[src/rtl/uart_fifo_top.sv]
// Buffered UART: TX/RX FIFOs, programmable 16x baud tick, RTS/CTS flow control,
// per-character parity/framing flags and a sticky overrun flag.
module uart_fifo_top #(
  parameter int CLK_HZ       = 100000000,
  parameter int DEFAULT_BAUD = 9600,
  parameter int TX_DEPTH     = 16,
  parameter int RX_DEPTH     = 16,
  parameter int RTS_THRESH   = 12
) (
  input  logic                        clk,
  input  logic                        rst_n,
  input  logic [15:0]                 baud_div,
  input  logic [1:0]                  data_bit_num,
  input  logic                        stop_bit_num,
  input  logic                        parity_en,
  input  logic                        parity_type,
  input  logic                        tx_wr_en,
  input  logic [7:0]                  tx_wr_data,
  output logic                        tx_full,
  output logic                        tx_empty,
  output logic [$clog2(TX_DEPTH):0]   tx_level,
  output logic                        tx_busy,
  input  logic                        rx_rd_en,
  output logic [7:0]                  rx_rd_data,
  output logic                        rx_rd_perr,
  output logic                        rx_rd_ferr,
  output logic                        rx_empty,
  output logic                        rx_full,
  output logic [$clog2(RX_DEPTH):0]   rx_level,
  output logic                        rx_overrun,
  input  logic                        clr_overrun,
  input  logic                        rx,
  input  logic                        cts_n,
  output logic                        tx,
  output logic                        rts_n
);
  localparam int TXW = $clog2(TX_DEPTH);
  localparam int RXW = $clog2(RX_DEPTH);
  localparam int DEF_DIV = CLK_HZ / (DEFAULT_BAUD * 16) - 1;
  localparam logic [TXW:0] TX_FULL_LVL = (TXW+1)'(TX_DEPTH);
  localparam logic [RXW:0] RX_FULL_LVL = (RXW+1)'(RX_DEPTH);
  localparam logic [RXW:0] RTS_LVL     = (RXW+1)'(RTS_THRESH);

  typedef enum logic [2:0] {S_IDLE, S_START, S_DATA, S_PARITY, S_STOP} state_t;

  // Baud tick; the divisor is re-sampled only at wrap so a change never shortens a period
  logic [15:0] baud_cnt_reg, div_reg;
  wire  [15:0] div_sel = (baud_div == 16'd0) ? 16'(DEF_DIV) : baud_div;
  wire         tick    = (baud_cnt_reg == div_reg);

  always_ff @(posedge clk) begin
    if (!rst_n) begin
      baud_cnt_reg <= 16'd0;
      div_reg      <= div_sel;
    end else if (tick) begin
      baud_cnt_reg <= 16'd0;
      div_reg      <= div_sel;
    end else begin
      baud_cnt_reg <= baud_cnt_reg + 16'd1;
    end
  end

  logic [1:0] cts_sync_reg, rx_sync_reg;
  logic       rx_prev_reg;
  wire        rx_s = rx_sync_reg[1];

  // TX FIFO
  logic [7:0]   tx_mem [TX_DEPTH];
  logic [TXW:0] tx_wr_ptr_reg, tx_rd_ptr_reg;
  wire          tx_push = tx_wr_en && !tx_full;
  assign tx_level = tx_wr_ptr_reg - tx_rd_ptr_reg;
  assign tx_empty = (tx_level == '0);
  assign tx_full  = (tx_level == TX_FULL_LVL);

  always_ff @(posedge clk) begin
    if (tx_push) tx_mem[tx_wr_ptr_reg[TXW-1:0]] <= tx_wr_data;
  end

  // TX framing
  state_t     tx_state_reg;
  logic [3:0] tx_tcnt_reg;
  logic [2:0] tx_bit_reg, tx_last_reg;
  logic [7:0] tx_shift_reg;
  logic       tx_par_reg, tx_pen_reg, tx_stop2_reg, tx_line_reg, tx_busy_reg;
  wire  [7:0] data_mask = 8'hff >> (2'd3 - data_bit_num);
  wire  [7:0] tx_masked = tx_mem[tx_rd_ptr_reg[TXW-1:0]] & data_mask;
  wire        tx_launch = tick && (tx_state_reg == S_IDLE) && !tx_empty && !cts_sync_reg[1];

  always_ff @(posedge clk) begin
    if (!rst_n) begin
      tx_wr_ptr_reg <= '0;
      tx_rd_ptr_reg <= '0;
      cts_sync_reg  <= 2'b11;
      tx_state_reg  <= S_IDLE;
      tx_tcnt_reg   <= 4'd0;
      tx_bit_reg    <= 3'd0;
      tx_last_reg   <= 3'd0;
      tx_shift_reg  <= 8'd0;
      tx_par_reg    <= 1'b0;
      tx_pen_reg    <= 1'b0;
      tx_stop2_reg  <= 1'b0;
      tx_line_reg   <= 1'b1;
      tx_busy_reg   <= 1'b0;
    end else begin
      cts_sync_reg <= {cts_sync_reg[0], cts_n};
      if (tx_push)   tx_wr_ptr_reg <= tx_wr_ptr_reg + 1'b1;
      if (tx_launch) tx_rd_ptr_reg <= tx_rd_ptr_reg + 1'b1;
      if (tx_launch) begin
        tx_state_reg <= S_START;
        tx_tcnt_reg  <= 4'd0;
        tx_last_reg  <= 3'd4 + {1'b0, data_bit_num};
        tx_shift_reg <= tx_masked;
        tx_par_reg   <= (^tx_masked) ^ parity_type;
        tx_pen_reg   <= parity_en;
        tx_stop2_reg <= stop_bit_num;
        tx_line_reg  <= 1'b0;
        tx_busy_reg  <= 1'b1;
      end else if (tick && tx_state_reg != S_IDLE) begin
        tx_tcnt_reg <= tx_tcnt_reg + 4'd1;
        if (tx_tcnt_reg == 4'd15) begin
          case (tx_state_reg)
            S_START: begin
              tx_state_reg <= S_DATA;
              tx_bit_reg   <= 3'd0;
              tx_line_reg  <= tx_shift_reg[0];
              tx_shift_reg <= tx_shift_reg >> 1;
            end
            S_DATA: begin
              if (tx_bit_reg != tx_last_reg) begin
                tx_bit_reg   <= tx_bit_reg + 3'd1;
                tx_line_reg  <= tx_shift_reg[0];
                tx_shift_reg <= tx_shift_reg >> 1;
              end else if (tx_pen_reg) begin
                tx_state_reg <= S_PARITY;
                tx_line_reg  <= tx_par_reg;
              end else begin
                tx_state_reg <= S_STOP;
                tx_line_reg  <= 1'b1;
                tx_bit_reg   <= 3'd0;
              end
            end
            S_PARITY: begin
              tx_state_reg <= S_STOP;
              tx_line_reg  <= 1'b1;
              tx_bit_reg   <= 3'd0;
            end
            S_STOP: begin
              if (tx_stop2_reg && tx_bit_reg == 3'd0) begin
                tx_bit_reg <= 3'd1;
              end else begin
                tx_state_reg <= S_IDLE;
                tx_busy_reg  <= 1'b0;
              end
            end
            default: tx_state_reg <= S_IDLE;
          endcase
        end
      end
    end
  end

  assign tx      = tx_line_reg;
  assign tx_busy = tx_busy_reg;

  // RX framing: sample counter restarts at each sample point, so every later sample lands mid-bit
  state_t     rx_state_reg;
  logic [3:0] rx_tcnt_reg;
  logic [2:0] rx_bit_reg, rx_last_reg;
  logic [7:0] rx_data_reg;
  logic       rx_pacc_reg, rx_pen_reg, rx_ptype_reg, rx_perr_reg, rx_push_reg;
  logic [9:0] rx_entry_reg;

  always_ff @(posedge clk) begin
    if (!rst_n) begin
      rx_sync_reg  <= 2'b11;
      rx_prev_reg  <= 1'b1;
      rx_state_reg <= S_IDLE;
      rx_tcnt_reg  <= 4'd0;
      rx_bit_reg   <= 3'd0;
      rx_last_reg  <= 3'd0;
      rx_data_reg  <= 8'd0;
      rx_pacc_reg  <= 1'b0;
      rx_pen_reg   <= 1'b0;
      rx_ptype_reg <= 1'b0;
      rx_perr_reg  <= 1'b0;
      rx_push_reg  <= 1'b0;
      rx_entry_reg <= 10'd0;
    end else begin
      rx_sync_reg <= {rx_sync_reg[0], rx};
      rx_prev_reg <= rx_s;
      rx_push_reg <= 1'b0;
      case (rx_state_reg)
        S_IDLE: begin
          if (rx_prev_reg && !rx_s) begin
            rx_state_reg <= S_START;
            rx_tcnt_reg  <= 4'd0;
            rx_last_reg  <= 3'd4 + {1'b0, data_bit_num};
            rx_pen_reg   <= parity_en;
            rx_ptype_reg <= parity_type;
            rx_data_reg  <= 8'd0;
            rx_pacc_reg  <= 1'b0;
            rx_perr_reg  <= 1'b0;
          end
        end
        S_START: begin
          if (tick) begin
            if (rx_tcnt_reg == 4'd7) begin
              rx_tcnt_reg  <= 4'd0;
              rx_bit_reg   <= 3'd0;
              rx_state_reg <= rx_s ? S_IDLE : S_DATA;
            end else begin
              rx_tcnt_reg <= rx_tcnt_reg + 4'd1;
            end
          end
        end
        default: begin
          if (tick) begin
            rx_tcnt_reg <= rx_tcnt_reg + 4'd1;
            if (rx_tcnt_reg == 4'd15) begin
              case (rx_state_reg)
                S_DATA: begin
                  rx_data_reg[rx_bit_reg] <= rx_s;
                  rx_pacc_reg <= rx_pacc_reg ^ rx_s;
                  rx_bit_reg  <= rx_bit_reg + 3'd1;
                  if (rx_bit_reg == rx_last_reg)
                    rx_state_reg <= rx_pen_reg ? S_PARITY : S_STOP;
                end
                S_PARITY: begin
                  rx_perr_reg  <= rx_s ^ rx_pacc_reg ^ rx_ptype_reg;
                  rx_state_reg <= S_STOP;
                end
                S_STOP: begin
                  rx_push_reg  <= 1'b1;
                  rx_entry_reg <= {!rx_s, rx_perr_reg, rx_data_reg};
                  rx_state_reg <= S_IDLE;
                end
                default: rx_state_reg <= S_IDLE;
              endcase
            end
          end
        end
      endcase
    end
  end

  // RX FIFO; a pop on the same cycle frees the slot a full-FIFO push needs
  logic [9:0]   rx_mem [RX_DEPTH];
  logic [RXW:0] rx_wr_ptr_reg, rx_rd_ptr_reg;
  logic         rx_overrun_reg, rts_n_reg;
  wire          rx_pop    = rx_rd_en && !rx_empty;
  wire          rx_accept = rx_push_reg && (!rx_full || rx_pop);
  wire  [9:0]   rx_head   = rx_mem[rx_rd_ptr_reg[RXW-1:0]];

  assign rx_level = rx_wr_ptr_reg - rx_rd_ptr_reg;
  assign rx_empty = (rx_level == '0);
  assign rx_full  = (rx_level == RX_FULL_LVL);

  always_ff @(posedge clk) begin
    if (rx_accept) rx_mem[rx_wr_ptr_reg[RXW-1:0]] <= rx_entry_reg;
  end

  always_ff @(posedge clk) begin
    if (!rst_n) begin
      rx_wr_ptr_reg  <= '0;
      rx_rd_ptr_reg  <= '0;
      rx_overrun_reg <= 1'b0;
      rts_n_reg      <= 1'b0;
    end else begin
      if (rx_accept) rx_wr_ptr_reg <= rx_wr_ptr_reg + 1'b1;
      if (rx_pop)    rx_rd_ptr_reg <= rx_rd_ptr_reg + 1'b1;
      if (rx_push_reg && !rx_accept) rx_overrun_reg <= 1'b1;
      else if (clr_overrun)          rx_overrun_reg <= 1'b0;
      rts_n_reg <= (rx_level >= RTS_LVL);
    end
  end

  assign rx_rd_data = rx_empty ? 8'h00 : rx_head[7:0];
  assign rx_rd_perr = rx_empty ? 1'b0  : rx_head[8];
  assign rx_rd_ferr = rx_empty ? 1'b0  : rx_head[9];
  assign rx_overrun = rx_overrun_reg;
  assign rts_n      = rts_n_reg;
endmodule

[config.mk]
export PLATFORM = sky130hd
export DESIGN_NAME = uart_fifo_top
export DESIGN_NICKNAME = d
export VERILOG_FILES = /design/src/rtl/uart_fifo_top.sv
export SDC_FILE = /design/constraint.sdc
export NUM_CORES = 1
export LEC_CHECK = 0
export ABC_AREA = 1
export CAP_MARGIN = 20
export CORE_ASPECT_RATIO = 0.8
export CORE_MARGIN = 3
export CORE_UTILIZATION = 57
export DETAILED_ROUTE_END_ITERATION = 7
export DONT_BUFFER_PORTS = 1
export GPL_TIMING_DRIVEN = 0
export PLACE_DENSITY = 0.76
export SLEW_MARGIN = 20
export SYNTH_ARGS = -nofsm -noshare
export SYNTH_HDL_FRONTEND = slang
export SYNTH_SLANG_ARGS = --single-unit
[constraint.sdc]
create_clock -name clk -period 2.8 [get_ports clk]
set_clock_uncertainty 0.05 [all_clocks]
set_input_delay 0.28 -clock clk [delete_from_list [all_inputs] [get_ports clk]]
set_output_delay 0.28 -clock clk [all_outputs]
set_load 0.02 [all_outputs]
Word-level counts from Yosys, hierarchy flattened. Memory sizes are Yosys's and may differ from the RTL's. A register that Yosys moved wholly into a read port is not among the register bits. Cells that the tools add are included.

Flip-flop bits (word level): 121. Bits in writable memories: 288. Input port bits: 36. Output and inout bits: 28. Logic and storage cells: 233. Memories kept: 2.

$add $sub $neg: 13. $lt $le $gt $ge: 3. Equality and inequality tests: 29. Shift operators: 1. Muxes and demuxes: 82. Bitwise gates (word level): 11. Reduce and logical (&&, ||, !) cells: 59.

Memory list: rx_mem (words 16, width 10, rd ports 1, clocked after memory_dff 1, wr ports 1, line 247) `logic [9:0] rx_mem [RX_DEPTH];`; tx_mem (words 16, width 8, rd ports 1, clocked after memory_dff 1, wr ports 1, line 68) `logic [7:0] tx_mem [TX_DEPTH];`.

Operators with widths (count): 2-to-1 mux 8 bit (9); 2-to-1 mux 3 bit (18); 2-to-1 mux 16 bit (3); 2-to-1 mux 4 bit (8); case mux 8 bit (2 select lines) (2); 2-to-1 mux 1 bit (30); adder 5 x 1 -> 5 bit, second input constant (4); AND reduction 4 bit (5); nonzero test 2 bit (10); case mux 3 bit (2 select lines) (3); adder 16 x 1 -> 16 bit, second input constant (1); equality test 16 bit (1); zero test 16 bit (1); AND reduction 5 bit (3); inequality test 2 bit, second input constant (7); equality test 3 x 2 -> 1 bit, second input constant (4); inequality test 3 bit, second input constant (4); case mux 3 bit (4 select lines) (1); AND reduction 6 bit (2); nonzero test 3 bit (4); logical AND 1 bit (11); equality test 5 bit, second input constant (2); zero test 5 bit (2); subtractor 5 bit (2); other kinds (35) (61).

Longest topological paths before layout.
Depth after elaboration: 9. Mapped depth: 20. Depth with buffers taken out: 18.

Least setup slack after synthesis. OpenSTA, ideal clock, no wires.

Path type: register to output. Start point: reg rx_wr_ptr_reg[0]. End point: out rx_rd_data[2]. Data arrival time: 2.696 ns. Data required time: 2.470 ns. Slack: -0.226 ns. Cell stages (with the launch flop): 9. Buffers on the path: 1. Cell sequence: dfxtp_1 inv_1 ha_1 fa_1 o21ai_1 xor2_1 nor2_1 buf_2 a311oi_1.

Word-level cells in the longest chain between the ends: 3.

RTL lines: start: declaration (line 248) `logic [RXW:0] rx_wr_ptr_reg, rx_rd_ptr_reg;`; start signal: assignment (line 269) `if (rx_accept) rx_wr_ptr_reg <= rx_wr_ptr_reg + 1'b1;`; subtractor 5 bit (line 254) `assign rx_level = rx_wr_ptr_reg - rx_rd_ptr_reg;`; named net rx_level[4] (line 29) `output logic [$clog2(RX_DEPTH):0] rx_level,`; zero test 5 bit (line 255) `assign rx_empty = (rx_level == '0);`; named net rx_empty (line 27) `output logic rx_empty,`; 2-to-1 mux 8 bit (line 277) `assign rx_rd_data = rx_empty ? 8'h00 : rx_head[7:0];`; end: declaration (line 24) `output logic [7:0] rx_rd_data,`.

The timed path passes the listed nets, and every way through them passes these cells.

Worst setup path in the final report.
Start point: reg rx_wr_ptr_reg[0]. End point: out rx_rd_ferr.

Word-level cells in the longest chain between the ends: 3.

RTL lines: subtractor 5 bit (line 254); named net rx_level[4] (line 29); zero test 5 bit (line 255); named net rx_empty (line 27); 2-to-1 mux 1 bit (line 279) `assign rx_rd_ferr = rx_empty ? 1'b0 : rx_head[9];`; end: declaration (line 26) `output logic rx_rd_ferr,`.

The timed path passes the listed nets, and every way through them passes these cells.

==> results.py <==
metrics = {
    "power_and_ir_drop": {
        "pwr-share-comb_pct": 9.1,
        "switching_power_mw": 3.19,
        "p_total_mw": 13.4,
        "pwr-share-seq_pct": 49.9,
        "p_sw_share_pct": 23.7,
        "pwr_density_cell_nw_per_um2": 630,
        "p_clk_share_pct": 41.0,
        "power.leakage_nw": 8.11,
        "p_int_mw": 10.2,
        "max-vdd-ir-drop_mv": 0.520,
    },
    "die": {
        "die-width_um": 205,
        "core_um2": 30800,
        "dieArea_um2": 33900,
        "dieHeight_um": 165,
        "row_count": 57,
        "io_pins": 64,
        "initial_core_util_pct": 58.6,
    },
    "clock_tree": {
        "clk_pin_slew_worst_paths_ns": 0.06,
        "cts_sinks": 417,
        "h-tree-depth": 2,
        "clock_latency_ns": 0.53,
        "cts_root_buffer": "clkbuf_16",
        "cts_tree": "yes",
        "cts_buffer_depth": 3,
        "cts_made_buffers": 41,
    },
    "routing": {
        "ant_nets": 0,
        "vias": 13600,
        "drc": 0,
        "first_pass_iters": 6,
        "wl_per_cell_um": 20.5,
        "avgViaCountPerCell": 5.91,
        "drt_wl_total_um": 47100,
        "drt_iter0_markers": 1573,
    },
    "yosys": {
        "syn_area_um2": 18100,
        "synth_top_area_share_pct": 50.5,
        "synth_commonest_cells": "nand2_1, edfxtp_1, inv_1",
        "ys_warn_count": 0,
        "synth_cells": 1751,
        "synth_most_common_cell": "nand2_1",
        "syn_area_per_cell_um2": 10.3,
        "synthArstFlopShare_pct": 0,
        "synth_area_leaders": "edfxtp_1, dfxtp_1, nand2_1",
        "synth-edff-count": 304,
        "syn_nets": 1813,
        "ys_seq_area_share_pct": 63.1,
        "synth_flop_cell": "edfxtp_1",
        "synth-seq-cells": 417,
        "synth_top_area_cell": "edfxtp_1",
        "ys_types": 56,
    },
    "critical_path": {
        "r2r_cells": 13,
        "crit_family": "adder cells",
        "crit_chain": "inv_4 > ha_4 > fa_2 > o21ai_4 > xor2_4 > nor2_4 > buf_12 > nor2_4 > o31a_1",
        "crit_required_ns": 2.47,
        "worst-path-max-fanout": 6,
        "cp-end-kind": "primary output",
        "max_stage_delay_ns": 0.44,
        "crit_slowest_cell": "fa_2",
        "crit_type": "reg2out",
        "cpMostUsedCell": "nor2_4",
        "cp_num_buf_inv": 2,
        "cp.depth": 9,
        "cp_data_arrival_time_ns": 2.84,
        "start_kind": "flip-flop",
    },
    "run_status": {
        "status": "finished with violations",
        "violations": "setup timing",
    },
    "timing": {
        "rsz0062_at_grt": "true",
        "setup_slack_ns": -0.367,
        "relSlewSlack_pct": 53.4,
        "worst_pin_slew_ns": 0.699,
        "drv_slew": 0,
        "period_share_pct": 113,
        "finalSetupViolations": 175,
        "hold_slack_ns": 0.0200,
        "fmax_mhz": 316,
        "fin_crit_ns": 3.17,
        "hold_viol": 0,
    },
    "placement": {
        "place.detailed.hpwl_um": 28800,
        "placedInstanceArea_um2": 18700,
        "gp_congestion": 0.891,
        "io_buffers": 0,
        "dp.cells": 2164,
    },
    "run": {
        "cap_violations": 0,
    },
    "hold_path": {
        "hold_class": "in2reg",
        "min_path_cells": 4,
    },
    "finish": {
        "largest_register_ffs": 160,
        "nNetsFinal": 1913,
        "final_cells": 2297,
        "postLayoutCellArea_um2": 21300,
        "drive_gt1_share_pct": 13.4,
        "area_growth_pct": 17.9,
    },
    "global_route": {
        "antenna_found_initial": 1,
        "grt_max_degree": 26,
        "track_usage_pct": 27.8,
        "grt-ovfl-total": 0,
        "grt_pass1_vias": 13300,
        "grt_pass1_wl_um": 73000,
    },
}
[logic make-up (layout without fill, tap and decap cells)]
group,count (synthesis),count (layout),share of synthesized area [%]
AO/OA/AOI/OAI,308,308,9.45
XOR/XNOR,34,34,1.65
adder cells (fa/ha/maj),26,26,1.88
buffers and inverters,265,396,5.92
flip-flops,417,417,63.1
multiplexers,26,26,1.48
other,0,1,0
AND/OR/NAND/NOR,675,676,16.6
[placed cells by master, fill, tap and decap left out, types with 6 or more instances in the layout]
cell type and count:
clkbuf_2 8, clkbuf_1 44, xor2_1 10, o21ai_1 12, inv_1 165, nand4_1 11
nor2_4 41, nand2_4 10, clkbuf_16 41, a31oi_1 11, or2_2 6, ha_1 22
mux2_2 6, nor2_1 99, buf_4 15, mux2i_1 20, inv_2 8, xnor2_1 18
edfxtp_1 304, clkinv_1 11, o21ai_0 106, dfxtp_1 108, dlygate4sd3_1 34, nand3_1 113
a221oi_1 11, buf_12 14, nand2_1 329, o211ai_1 11, buf_2 24, nor3_1 24
nor3b_1 8, a21oi_1 130
[final cells by class]
type,instances,area [µm²]
diodes,1,2.50
plain buffers,83,409
clock buffers,50,1070
clock inverters,25,250
fillers,2139,9510
inverters,179,694
multi-input cells,1070,6260
flip-flops and latches,417,11400
well taps,413,517
repair buffers,59,702
[final timing paths]
check | start | end | slack, ns
max | rx_wr_ptr_reg[0] | rx_rd_ferr | -0.37
min | data_bit_num[0] | tx_shift_reg[7] | 0.02
max reg2reg | rx_wr_ptr_reg[0] | rx_mem[14][4] | -0.16
min reg2reg | rx_sync_reg[0] | rx_sync_reg[1] | 0.37
[power by group through the flow]
stage	clock network, mW	logic [mW]	registers (mW)
global placement	0	0.936	6.82
floorplan	0	0.702	6.81
finish	5.50	1.22	6.70
CTS	5.51	1.18	6.70
detailed placement	0	0.955	6.82
global route	5.78	1.31	6.70
[per-stage QoR]
step                      setup WS [ns]  setup TNS, ns  utilization, %
after floorplan                 0.00895              0               -
after global placement           -0.603        -143.55            60.7
after detailed placement         -0.695        -175.32            60.7
after CTS                        -0.385          -9.24            68.9
after global routing             -0.437         -33.72            69.1
final                            -0.367         -17.03            69.1
[metal layers]
layer / track usage [%] / vias up / part of all wire (%)
met5: 0 / - / 0
met4: 9.31 / 0 / 2.8
met3: 6.51 / 119 / 11
met2: 44.8 / 833 / 46
met1: 37.7 / 6424 / 40
li1: - / 6196 / -
[tightest hold or removal path, delay by kind of cell]
kind / cells / cell delay, ns
buffers and inverters: 1 / 0.07
and+or+nand+nor: 2 / 0.14
AOI/OAI and AO/OA: 1 / 0.07
[repair_timing]
item / CTS / global route
pin swaps: 24 / 15
hold buffers: 34 / 0
resized for setup: 122 / 29
buffers inserted: 21 / 4
hold endpoints to repair: 157 / 0
endpoints found under the setup margin: 343 / 331
gates cloned: 2 / 0
No activity file was read; power rests on OpenSTA's default activity.
